--- config.mk ---
export PLATFORM = sky130hd
export DESIGN_NAME = rtc_access_sequencer_flat
export DESIGN_NICKNAME = d
export VERILOG_FILES = /design/src/rtl/rtc_access_sequencer_pkg.sv /design/src/rtl/rtc_access_sequencer_if.sv /design/src/rtl/rtc_refresh_timer.sv /design/src/rtl/rtc_access_sequencer.sv /design/src/flat_wrapper.sv
export SDC_FILE = /design/constraint.sdc
export NUM_CORES = 1
export LEC_CHECK = 0
export CELL_PAD_IN_SITES_DETAIL_PLACEMENT = 0
export CELL_PAD_IN_SITES_GLOBAL_PLACEMENT = 1
export CORE_AREA = 2 2 127 129
export CTS_CLUSTER_SIZE = 24
export DETAILED_ROUTE_END_ITERATION = 8
export DIE_AREA = 0 0 129 131
export PLACE_DENSITY = 0.85
export SKIP_CTS_REPAIR_TIMING = 1
export SYNTH_ARGS = -nofsm -noshare
export SYNTH_HDL_FRONTEND = slang
export SYNTH_HIERARCHICAL = 1
export SYNTH_SLANG_ARGS = --single-unit
--- constraint.sdc ---
create_clock -name clk -period 2.6 [get_ports clk]
set_input_delay 0.52 -clock clk [delete_from_list [all_inputs] [get_ports clk]]
set_output_delay 0.52 -clock clk [all_outputs]
set_load 0.05 [all_outputs]
--- src/rtl/rtc_access_sequencer_pkg.sv ---
// Shared constants and types for the RTC access sequencer:
// RTC register addresses, display slot order and FSM state encoding.
package rtc_pkg;

  localparam logic [7:0] ADDR_SEG  = 8'h21;
  localparam logic [7:0] ADDR_MIN  = 8'h22;
  localparam logic [7:0] ADDR_HORA = 8'h23;
  localparam logic [7:0] ADDR_DIA  = 8'h24;
  localparam logic [7:0] ADDR_MES  = 8'h25;
  localparam logic [7:0] ADDR_YEAR = 8'h26;

  // Number of display registers; slot n is also read number n of a burst.
  localparam int NREG = 6;

  // Burst read order, indexed by slot: seg, min, hora, dia, mes, year.
  localparam logic [7:0] RD_ADDR [NREG] = '{ADDR_SEG, ADDR_MIN, ADDR_HORA,
                                           ADDR_DIA, ADDR_MES, ADDR_YEAR};

  typedef enum logic [2:0] {
    IDLE    = 3'd0,
    RD_REQ  = 3'd1,
    RD_WAIT = 3'd2,
    WR_REQ  = 3'd3,
    WR_WAIT = 3'd4,
    GAP     = 3'd5
  } state_t;

  // Display slot touched by write number idx (0..2) of a commit.
  // Date commits write dia, mes, year; time commits write hora, min, seg.
  function automatic logic [2:0] wr_slot(input logic tgt_date, input logic [2:0] idx);
    return tgt_date ? (3'd3 + idx) : (3'd2 - idx);
  endfunction

endpackage

--- src/rtl/rtc_access_sequencer_if.sv ---
// Request/acknowledge bus between the sequencer and the RTC bus engine.
interface rtc_access_sequencer_if;
  logic       bus_req;
  logic       bus_wr;
  logic [7:0] bus_addr;
  logic [7:0] bus_wdata;
  logic       bus_ack;
  logic [7:0] bus_rdata;

  modport master (
    output bus_req, bus_wr, bus_addr, bus_wdata,
    input  bus_ack, bus_rdata
  );

  modport slave (
    input  bus_req, bus_wr, bus_addr, bus_wdata,
    output bus_ack, bus_rdata
  );
endinterface

--- src/rtl/rtc_refresh_timer.sv ---
// Down-counter that paces the periodic read bursts.
// Load has priority over decrement; the count saturates at zero.
module rtc_refresh_timer #(
  parameter int TMR_W = 24
) (
  input  logic             clk,
  input  logic             reset,
  input  logic             load,
  input  logic [TMR_W-1:0] load_val,
  input  logic             dec,
  output logic             zero
);

  logic [TMR_W-1:0] count_reg;

  // Count register: load, or decrement while nonzero.
  always_ff @(posedge clk or posedge reset) begin
    if (reset)
      count_reg <= '0;
    else if (load)
      count_reg <= load_val;
    else if (dec && (count_reg != '0))
      count_reg <= count_reg - 1'b1;
  end

  assign zero = (count_reg == '0);

endmodule

--- src/rtl/rtc_access_sequencer.sv ---
// Sequences every RTC bus access for the date/time display: periodic
// six-register read bursts and three-register commit writes, one
// transaction at a time with a one-cycle idle gap between transactions.
module rtc_access_sequencer
  import rtc_pkg::*;
#(
  parameter int REFRESH_CYC = 10_000_000,
  parameter int TMR_W       = 24
) (
  input  logic                  clk,
  input  logic                  reset,
  input  logic                  mode_fecha,
  input  logic                  mode_hora,
  input  logic                  commit,
  input  logic [7:0]            diaC,
  input  logic [7:0]            mesC,
  input  logic [7:0]            yearC,
  input  logic [7:0]            horaC,
  input  logic [7:0]            minC,
  input  logic [7:0]            segC,
  rtc_access_sequencer_if.master bus,
  output logic [7:0]            dia,
  output logic [7:0]            mes,
  output logic [7:0]            year,
  output logic [7:0]            hora,
  output logic [7:0]            min,
  output logic [7:0]            seg,
  output logic                  en_fecha,
  output logic                  en_hora,
  output logic                  busy
);

  state_t     state_reg, state_next;
  logic [2:0] idx_reg;
  logic       op_wr_reg;
  logic       tgt_date_reg;
  logic       pend_commit_reg;
  logic       commit_q_reg;
  logic       en_fecha_reg, en_hora_reg;
  logic [7:0] wdata_reg;
  logic [7:0] disp_reg [NREG];
  logic [7:0] c_vec [NREG];

  logic       edit_en;
  logic       is_wr_state;
  logic [2:0] cur_slot;
  logic       rd_ack, wr_ack, any_ack;
  logic       rd_last, wr_last;
  logic       commit_edge;
  logic       tmr_load, tmr_zero;
  logic [TMR_W-1:0] tmr_load_val;

  // Edit-block values in slot order so writes share the read indexing.
  assign c_vec[0] = segC;
  assign c_vec[1] = minC;
  assign c_vec[2] = horaC;
  assign c_vec[3] = diaC;
  assign c_vec[4] = mesC;
  assign c_vec[5] = yearC;

  assign edit_en     = en_fecha_reg | en_hora_reg;
  assign is_wr_state = (state_reg == WR_REQ) || (state_reg == WR_WAIT);
  assign cur_slot    = is_wr_state ? wr_slot(tgt_date_reg, idx_reg) : idx_reg;
  assign rd_ack      = (state_reg == RD_WAIT) && bus.bus_ack;
  assign wr_ack      = (state_reg == WR_WAIT) && bus.bus_ack;
  assign any_ack     = rd_ack | wr_ack;
  assign rd_last     = rd_ack && (idx_reg == 3'd5);
  assign wr_last     = wr_ack && (idx_reg == 3'd2);
  assign commit_edge = commit & ~commit_q_reg;

  // Editing pins the timer at zero so a refresh runs as soon as editing ends;
  // a finished burst rearms the full period; a finished commit forces a re-read.
  assign tmr_load     = edit_en | rd_last | wr_last;
  assign tmr_load_val = (rd_last && !edit_en) ? TMR_W'(REFRESH_CYC - 1) : '0;

  rtc_refresh_timer #(
    .TMR_W (TMR_W)
  ) u_timer (
    .clk      (clk),
    .reset    (reset),
    .load     (tmr_load),
    .load_val (tmr_load_val),
    .dec      (state_reg == IDLE),
    .zero     (tmr_zero)
  );

  // FSM state register.
  always_ff @(posedge clk or posedge reset) begin
    if (reset)
      state_reg <= IDLE;
    else
      state_reg <= state_next;
  end

  // Next state and bus outputs; bus signals decode from state so reset drops them at once.
  always_comb begin
    state_next    = state_reg;
    bus.bus_req   = 1'b0;
    bus.bus_wr    = 1'b0;
    bus.bus_addr  = 8'h00;
    bus.bus_wdata = 8'h00;
    case (state_reg)
      IDLE: begin
        if (pend_commit_reg)
          state_next = WR_REQ;
        else if (tmr_zero && !edit_en)
          state_next = RD_REQ;
      end
      RD_REQ: begin
        bus.bus_req  = 1'b1;
        bus.bus_addr = RD_ADDR[cur_slot];
        state_next   = RD_WAIT;
      end
      RD_WAIT: begin
        bus.bus_req  = 1'b1;
        bus.bus_addr = RD_ADDR[cur_slot];
        if (bus.bus_ack)
          state_next = GAP;
      end
      WR_REQ: begin
        bus.bus_req   = 1'b1;
        bus.bus_wr    = 1'b1;
        bus.bus_addr  = RD_ADDR[cur_slot];
        bus.bus_wdata = c_vec[cur_slot];
        state_next    = WR_WAIT;
      end
      WR_WAIT: begin
        bus.bus_req   = 1'b1;
        bus.bus_wr    = 1'b1;
        bus.bus_addr  = RD_ADDR[cur_slot];
        bus.bus_wdata = wdata_reg;
        if (bus.bus_ack)
          state_next = GAP;
      end
      GAP: begin
        // idx returns to 0 only after the last transfer of a burst or commit.
        if (idx_reg == 3'd0)
          state_next = IDLE;
        else if (op_wr_reg)
          state_next = WR_REQ;
        else
          state_next = RD_REQ;
      end
      default: state_next = IDLE;
    endcase
  end

  // Control registers: edit grant, commit capture, transfer index and write data hold.
  always_ff @(posedge clk or posedge reset) begin
    if (reset) begin
      commit_q_reg    <= 1'b0;
      en_fecha_reg    <= 1'b0;
      en_hora_reg     <= 1'b0;
      pend_commit_reg <= 1'b0;
      tgt_date_reg    <= 1'b0;
      op_wr_reg       <= 1'b0;
      idx_reg         <= 3'd0;
      wdata_reg       <= 8'h00;
    end else begin
      commit_q_reg <= commit;
      en_fecha_reg <= mode_fecha;
      en_hora_reg  <= mode_hora & ~mode_fecha;
      if (commit_edge && !pend_commit_reg && edit_en) begin
        pend_commit_reg <= 1'b1;
        tgt_date_reg    <= en_fecha_reg;
      end else if (wr_last) begin
        pend_commit_reg <= 1'b0;
      end
      if (state_reg == IDLE)
        op_wr_reg <= pend_commit_reg;
      if (state_reg == WR_REQ)
        wdata_reg <= c_vec[cur_slot];
      if (any_ack)
        idx_reg <= (rd_last || wr_last) ? 3'd0 : (idx_reg + 3'd1);
    end
  end

  // Display registers: loaded from read data, or from the value just written.
  for (genvar gi = 0; gi < NREG; gi++) begin : g_disp
    always_ff @(posedge clk or posedge reset) begin
      if (reset)
        disp_reg[gi] <= 8'h00;
      else if (any_ack && (cur_slot == 3'(gi)))
        disp_reg[gi] <= rd_ack ? bus.bus_rdata : wdata_reg;
    end
  end

  assign seg      = disp_reg[0];
  assign min      = disp_reg[1];
  assign hora     = disp_reg[2];
  assign dia      = disp_reg[3];
  assign mes      = disp_reg[4];
  assign year     = disp_reg[5];
  assign en_fecha = en_fecha_reg;
  assign en_hora  = en_hora_reg;
  assign busy     = (state_reg != IDLE);

endmodule
--- src/flat_wrapper.sv ---
// flat-port wrapper written by rule: the top's interface ports become plain ports
module rtc_access_sequencer_flat import rtc_pkg::*;
#(
  parameter int REFRESH_CYC = 10_000_000,
  parameter int TMR_W       = 24
)
  (clk, reset, mode_fecha, mode_hora, commit, diaC, mesC, yearC, horaC, minC, segC, dia, mes, year, hora, min, seg, en_fecha, en_hora, busy, bus_bus_req, bus_bus_wr, bus_bus_addr, bus_bus_wdata, bus_bus_ack, bus_bus_rdata);
  rtc_access_sequencer_if bus_i ();
  input  logic clk;
  input  logic reset;
  input  logic mode_fecha;
  input  logic mode_hora;
  input  logic commit;
  input  logic [7:0] diaC;
  input  logic [7:0] mesC;
  input  logic [7:0] yearC;
  input  logic [7:0] horaC;
  input  logic [7:0] minC;
  input  logic [7:0] segC;
  output logic [7:0] dia;
  output logic [7:0] mes;
  output logic [7:0] year;
  output logic [7:0] hora;
  output logic [7:0] min;
  output logic [7:0] seg;
  output logic en_fecha;
  output logic en_hora;
  output logic busy;
  output wire logic [$bits(bus_i.bus_req)-1:0] bus_bus_req;
  output wire logic [$bits(bus_i.bus_wr)-1:0] bus_bus_wr;
  output wire logic [$bits(bus_i.bus_addr)-1:0] bus_bus_addr;
  output wire logic [$bits(bus_i.bus_wdata)-1:0] bus_bus_wdata;
  input wire logic [$bits(bus_i.bus_ack)-1:0] bus_bus_ack;
  input wire logic [$bits(bus_i.bus_rdata)-1:0] bus_bus_rdata;
  assign bus_bus_req = bus_i.bus_req;
  assign bus_bus_wr = bus_i.bus_wr;
  assign bus_bus_addr = bus_i.bus_addr;
  assign bus_bus_wdata = bus_i.bus_wdata;
  assign bus_i.bus_ack = bus_bus_ack;
  assign bus_i.bus_rdata = bus_bus_rdata;
  rtc_access_sequencer #(.REFRESH_CYC(REFRESH_CYC), .TMR_W(TMR_W)) u_core (.clk(clk), .reset(reset), .mode_fecha(mode_fecha), .mode_hora(mode_hora), .commit(commit), .diaC(diaC), .mesC(mesC), .yearC(yearC), .horaC(horaC), .minC(minC), .segC(segC), .bus(bus_i), .dia(dia), .mes(mes), .year(year), .hora(hora), .min(min), .seg(seg), .en_fecha(en_fecha), .en_hora(en_hora), .busy(busy));
endmodule
Word level (Yosys, flattened, before mapping)

Memories as Yosys holds them, arrays and structs flattened.
Cells that the tools add are included.

Bits in registers: 92
ROM bits: 64
Input port bits: 62
Output and inout port bits: 69
Logic and storage cells: 100
Memories: 1

Add/sub/neg operators: 4
Magnitude comparators: 1
Equality and inequality tests: 14
Mux-type cells: 24
Bitwise operators: 9
Reduce and logical (&&, ||, !) cells: 31

Memories:

| name            | depth | bits a word | rd ports | clocked after Yosys merged registers in | write ports | line                        | text |
|---|---|---|---|---|---|---|---|
| (no name shown) | 8     | 8           | 1        | 0                                       | 0           | rtc_access_sequencer.sv:123 | `bus.bus_addr = RD_ADDR[cur_slot];` |

Operator list:

| cell                                                      | count |
|---|---|
| two-way mux 24 bit                                        | 3 |
| two-way mux 8 bit                                         | 6 |
| binary-select mux 8 bit (select 3 bit)                    | 1 |
| logical NOT 24 bit                                        | 1 |
| nonzero test 24 bit                                       | 1 |
| subtractor 24 x 1 -> 24 bit (second input constant)       | 1 |
| two-way mux 3 bit                                         | 7 |
| one-hot mux 8 bit (2 select lines)                        | 1 |
| == test 3 x 2 -> 1 bit (second input constant)            | 5 |
| == test 3 bit (second input constant)                     | 5 |
| logical AND 1 bit                                         | 15 |
| one-hot mux 3 bit (5 select lines)                        | 1 |
| logical NOT 3 bit                                         | 3 |
| == test 3 x 1 -> 1 bit (second input constant)            | 2 |
| greater-or-equal comparator 4 bit (second input constant) | 1 |
| two-way mux 1 bit                                         | 4 |
| NOT 3 -> 4 bit                                            | 1 |
| OR 1 bit                                                  | 4 |
| nonzero test 2 bit                                        | 2 |
| OR reduction 2 bit                                        | 2 |
| OR reduction 4 bit                                        | 1 |
| adder 2 x 3 -> 3 bit (first input constant)               | 1 |
| adder 3 x 1 -> 3 bit (second input constant)              | 1 |
| inequality test 3 x 1 -> 1 bit (second input constant)    | 1 |
| other kinds (9)                                           | 13 |

Depth between registers and ports, before layout

Gate-level depths: netlist of the first run.

Depth after elaboration: 8
Depth in mapped cells: 12
Depth with buffers taken out: 11

Hierarchy

Netlist of the first run, hierarchy kept.

By module, submodules not included:

| module               | instances | cells each | area an instance (sq um) | sequential area each (sq um) |
|---|---|---|---|---|
| rtc_access_sequencer | 1         | 375        | 3696.0                   | 1701.6 |
| rtc_refresh_timer    | 1         | 162        | 1495.2                   | 600.6 |

Least setup slack after synthesis of the first run

No wires, ideal clock.

Path type: register -> output
Start: register u_core.idx_reg[0]
End: output bus_bus_wdata[0]
Data arrival time: 2900 ps
Data required time: 2080 ps
Path slack: -820 ps
Cell stages (with the launch flop): 9
Path buffers: 0
Cells stage by stage: dfrtp_1 -> inv_1 -> ha_1 -> a22o_1 -> a221oi_2 -> inv_1 -> nor2_2 -> a22oi_2 -> o211ai_1

Word-level cells in the longest chain between the ends: 8
Elaborated cells between the ends (all ways): 9
Those cells by class: add/sub (2); mux (6); bitwise (1)

RTL lines:

| item                                                              | line                           | text |
|---|---|---|
| start: declaration                                                | rtc_access_sequencer.sv:34     | `logic [2:0] idx_reg;` |
| start signal: assignment                                          | rtc_access_sequencer.sv:174    | `idx_reg <= (rd_last \|\| wr_last) ? 3'd0 : (idx_reg + 3'd1);` |
| subtractor 2 x 3 -> 3 bit or adder 2 x 3 -> 3 bit (tied branches) | rtc_access_sequencer_pkg.sv:31 | `return tgt_date ? (3'd3 + idx) : (3'd2 - idx);` |
| two-way mux 3 bit                                                 | rtc_access_sequencer_pkg.sv:31 |  |
| two-way mux 3 bit (*)                                             | rtc_access_sequencer.sv:63     | `assign cur_slot = is_wr_state ? wr_slot(tgt_date_reg, idx_reg) : idx_reg;` |
| NOT 3 -> 4 bit (implied by the code) (*)                          | rtc_access_sequencer.sv:124    | `bus.bus_wdata = c_vec[cur_slot];` |
| binary-select mux 8 bit (select 3 bit) (*)                        | rtc_access_sequencer.sv:124    |  |
| two-way mux 8 bit (implied by the code) (*) (2 in series)         | rtc_access_sequencer.sv:124    |  |
| one-hot mux 8 bit (2 select lines) (*)                            | rtc_access_sequencer.sv:102    | `case (state_reg)` |
| end: declaration                                                  | flat_wrapper.sv:32             | `output wire logic [$bits(bus_i.bus_wdata)-1:0] bus_bus_wdata;` |

Every way passes the cells marked *; elsewhere a longest branch is shown, timed or not. The select of a mux whose other input is x is not followed.

Worst setup path in the final report of the first run

Start: register u_core.state_reg[0]
End: output bus_bus_wdata[3]

Word-level cells in the longest chain between the ends: 8
Elaborated cells between the ends (all ways): 9
Those cells by class: eq/ne (2); mux (5); bitwise (1); reduce/logical (1)

RTL lines:

| item                                                    | line                                                    | text |
|---|---|---|
| start: declaration                                      | rtc_access_sequencer.sv:33                              | `state_t state_reg, state_next;` |
| start signal: assignment                                | rtc_access_sequencer.sv:92                              | `state_reg <= state_next;` |
| == test 3 x 2 -> 1 bit or == test 3 bit (tied branches) | rtc_access_sequencer.sv:62, rtc_access_sequencer.sv:102 |  |
| logical OR 1 bit                                        | rtc_access_sequencer.sv:62                              | `assign is_wr_state = (state_reg == WR_REQ) \|\| (state_reg == WR_WAIT);` |
| two-way mux 3 bit                                       | rtc_access_sequencer.sv:63                              |  |
| NOT 3 -> 4 bit (implied by the code)                    | rtc_access_sequencer.sv:124                             |  |
| binary-select mux 8 bit (select 3 bit)                  | rtc_access_sequencer.sv:124                             |  |
| two-way mux 8 bit (implied by the code) (2 in series)   | rtc_access_sequencer.sv:124                             |  |
| one-hot mux 8 bit (2 select lines) (*)                  | rtc_access_sequencer.sv:102                             |  |

Marked as above.

==> run_summary.xml, run 1 <==
<?xml version="1.0" encoding="UTF-8"?>
<metrics>
  <group name="status">
    <metric name="run_status" unit="">finished, violations left</metric>
    <metric name="violated_checks" unit="">negative setup slack</metric>
  </group>
  <group name="sta">
    <metric name="slew_violations" unit="">0</metric>
    <metric name="clock.fmax" unit="GHz">0.323</metric>
    <metric name="postLayoutSetupSlackWorst" unit="ns">-0.495</metric>
    <metric name="worst_clock_skew" unit="ns">0.00813</metric>
    <metric name="report.final.hold_viol_count" unit="">0</metric>
    <metric name="timing_worst_slew_pin_value" unit="ns">0.557</metric>
    <metric name="slew_headroom" unit="%">62.7</metric>
    <metric name="fin_worst_hold_slack" unit="ns">0.476</metric>
    <metric name="timing.final.setup_violations" unit="">10</metric>
    <metric name="rsz0062_at_grt" unit="">yes</metric>
    <metric name="final_min_period_over_clock_period" unit="%">119</metric>
    <metric name="finalCriticalPeriod" unit="ns">3.10</metric>
  </group>
  <group name="clock_tree">
    <metric name="tritoncts" unit="">yes</metric>
    <metric name="cts_h_tree_lvls" unit="">3</metric>
    <metric name="tritoncts.num_buffers" unit="">9</metric>
    <metric name="insertion_delay" unit="ns">0.35</metric>
    <metric name="clock-sinks" unit="">92</metric>
    <metric name="worst_setup_hold_path_clk_slew" unit="ns">0.07</metric>
    <metric name="cts-root-to-sink-buffers" unit="">2</metric>
    <metric name="cts-root-buf" unit="">clkbuf_16</metric>
  </group>
  <group name="cells_and_area">
    <metric name="layout.cells.most_common" unit="">clkdlybuf4s50_1</metric>
    <metric name="most-common-layout-cells" unit="">clkdlybuf4s50_1, dfrtp_1, buf_4</metric>
    <metric name="largest_reg_flops" unit="">24</metric>
    <metric name="design.final.nets" unit="">808</metric>
    <metric name="area.growth.synth_to_final" unit="%">51.0</metric>
    <metric name="postLayoutCellArea" unit="sq mm">0.00784</metric>
    <metric name="ratio_of_cells_with_drive_above_1_in_the_final_layout" unit="%">24.7</metric>
    <metric name="num-fill-cells" unit="">1414</metric>
    <metric name="total_inserted_antenna_cells" unit="">0</metric>
  </group>
  <group name="grt">
    <metric name="grt_pass1_wl" unit="um">23200</metric>
    <metric name="grt_overflow_total" unit="">0</metric>
    <metric name="grt_usage" unit="%">17.4</metric>
    <metric name="grt_start_max_net_pins" unit="">36</metric>
    <metric name="grt_antenna_before_repair" unit="">0</metric>
    <metric name="first_global_vias" unit="">4717</metric>
  </group>
  <group name="critical_path">
    <metric name="cp.required" unit="ns">2.08</metric>
    <metric name="regToRegEndpoint" unit="">u_core/u_timer/count_reg[14]</metric>
    <metric name="cell_type_group_with_the_largest_total_delay_on_the_critical_path" unit="">buffers and inverters</metric>
    <metric name="crit_path_max_fanout" unit="">8</metric>
    <metric name="worst_setup_path_start_kind" unit="">flip-flop</metric>
    <metric name="worstRegToRegCells" unit="">8</metric>
    <metric name="r2r_start" unit="">u_core/state_reg[2]</metric>
    <metric name="critPathKind" unit="">reg -&gt; out</metric>
    <metric name="critical_path.n_buffers_inverters" unit="">3</metric>
    <metric name="cpMaxStageDelayCell" unit="">dfrtp_2</metric>
    <metric name="timing.critical_path.arrival" unit="ns">2.58</metric>
    <metric name="timing.critical_path.mode_cell" unit="">buf_12</metric>
    <metric name="max_stage_delay" unit="ns">0.44</metric>
    <metric name="setup.worst_path.end_class" unit="">primary output</metric>
    <metric name="timing.critical_path.cells" unit="">nor3b_4 -&gt; o21ai_4 -&gt; xnor2_4 -&gt; buf_12 -&gt; mux2_2 -&gt; a22oi_2 -&gt; o211ai_1 -&gt; buf_4 -&gt; buf_12</metric>
    <metric name="regToRegSetupSlack" unit="ns">0.20</metric>
  </group>
  <group name="die">
    <metric name="initial_core_util" unit="%">33.3</metric>
    <metric name="fp.dieW" unit="um">129</metric>
    <metric name="design.core.area" unit="sq mm">0.0156</metric>
    <metric name="dieHeight" unit="um">131</metric>
    <metric name="std_cell_rows" unit="">46</metric>
    <metric name="ioPinCount" unit="">131</metric>
    <metric name="die_outline_area" unit="sq mm">0.0169</metric>
  </group>
  <group name="job">
    <metric name="timing.max_cap.violations" unit="">0</metric>
  </group>
  <group name="yosys">
    <metric name="register_bit_total_from_synthesis" unit="">92</metric>
    <metric name="syn_avg_cell_area" unit="sq um">9.67</metric>
    <metric name="synth_ff_type" unit="">dfrtp_1</metric>
    <metric name="number_of_flops_mapped_to_enable_cells_by_yosys" unit="">0</metric>
    <metric name="post_synth_num_cell_types" unit="">71</metric>
    <metric name="synth_top_cells_by_area" unit="">dfrtp_1, nor2_1, a21oi_1</metric>
    <metric name="yosysWarningCount" unit="">6</metric>
    <metric name="async_flop_share" unit="%">100</metric>
    <metric name="synthesis.area" unit="sq mm">0.00519</metric>
    <metric name="synthDominantCellAreaShare" unit="%">44.3</metric>
    <metric name="syn_inst" unit="">537</metric>
    <metric name="synth.largest_area_cell" unit="">dfrtp_1</metric>
    <metric name="synth-seq-area-share" unit="%">44.3</metric>
  </group>
  <group name="power">
    <metric name="power.density" unit="mW/mm^2">1620</metric>
    <metric name="post-layout-total-power" unit="uW">12700</metric>
    <metric name="vdd_ir_drop_max" unit="uV">840</metric>
    <metric name="power.leakage" unit="uW">0.00322</metric>
  </group>
  <group name="route">
    <metric name="final_antenna_net_count" unit="">0</metric>
    <metric name="first_iter_violations" unit="">221</metric>
    <metric name="vias" unit="">4686</metric>
    <metric name="totalWireLength" unit="um">14700</metric>
    <metric name="detail_route.vias_per_cell" unit="">4.90</metric>
    <metric name="wire_per_inst" unit="um">15.4</metric>
    <metric name="first_pass_iters" unit="">7</metric>
    <metric name="route.detailed.drc" unit="">0</metric>
  </group>
  <group name="placed_design">
    <metric name="detailed_place.area" unit="sq mm">0.00735</metric>
    <metric name="place.gp.congestion" unit="">0.850</metric>
    <metric name="placement.setup.worst_slack" unit="ns">-0.134</metric>
    <metric name="port_buffers" unit="">126</metric>
    <metric name="detailedPlacementHpwl" unit="um">11200</metric>
  </group>
  <group name="min_path">
    <metric name="worst_hold_path_type" unit="">in -&gt; async</metric>
  </group>
</metrics>
## per-layer routing
metal	global-route usage [%]	routed length [um]	up-vias
met4	6.01	235	0
met1	21.4	6320	2238
met5	0	0	-
met2	30.4	7430	128
met3	3.71	691	17
li1	-	-	2303
## cells in the mapped netlist, types with 9 or more instances
cell,n
a21oi_1,52
o21ai_0,20
nor4_1,9
inv_1,10
nor2_1,74
o211ai_1,10
xnor2_1,11
clkbuf_1,10
nand2_1,55
a31oi_1,12
ha_1,11
buf_2,11
mux2i_1,10
dfrtp_1,92
mux2_2,12
## worst max path at each step
stage / start / to / slack [ns] / cells past startpoint
after floorplan: u_core/idx_reg[0] / bus_bus_wdata[0] / -0.48 / 8
after detailed placement: u_core/state_reg[0] / bus_bus_wdata[7] / -0.13 / 9
final: u_core/state_reg[0] / bus_bus_wdata[3] / -0.50 / 9
after global routing: u_core/idx_reg[0] / bus_bus_wdata[7] / -0.61 / 10
after global placement: u_core/state_reg[0] / bus_bus_wdata[7] / -0.06 / 11
after CTS: u_core/state_reg[0] / bus_bus_wdata[7] / -0.54 / 9
## through the flow
step           setup TNS (ns)  cells  util, %
2_1_floorplan           -4.01    550        -
4_1_cts                 -4.66    946     48.9
5_1_grt                 -5.20    956     50.3
6_report                -4.04    956     50.3
3_5_place_dp           -0.574    930     47.1
3_3_place_gp           -0.134    930     47.1
## kinds of logic after synthesis
kind of cell / synth area share, %
flops: 44.3
compound gates: 18.6
fa+ha+maj: 2.65
other cells: 0.0722
xor+xnor: 4.03
mux: 7.06
buf+inv: 4.27
simple gates: 19.0
## power by group
group	leakage [uW]	switching, uW	internal (uW)
clock network	0.000139	605	663
logic	0.00199	5010	3920
registers	0.00109	492	2030
total	0.00322	6110	6610
## area by class of cell
type                            instances  area [sq um]  area share, %
Sequential cell                        92          2310           29.4
Multi-Input combinational cell        416          2850           36.3
Clock buffer                            9           225           2.87
Inverter                               11          55.1          0.702
Tap cell                              216           270           3.45
Timing Repair Buffer                  205          2080           26.6
Clock inverter                          7          55.1          0.702
No activity file was read; power rests on OpenSTA's default activity.
==> run 2, diff against run 1 <==
--- a/config.mk
+++ b/config.mk
@@ -5,6 +5,7 @@
 export SDC_FILE = /design/constraint.sdc
 export NUM_CORES = 1
 export LEC_CHECK = 0
+export CAP_MARGIN = 20
 export CELL_PAD_IN_SITES_DETAIL_PLACEMENT = 0
 export CELL_PAD_IN_SITES_GLOBAL_PLACEMENT = 1
 export CORE_AREA = 2 2 127 129
==> results of run 2 <==
No change in the layout: final DEF, timing and power equal those of run 1.
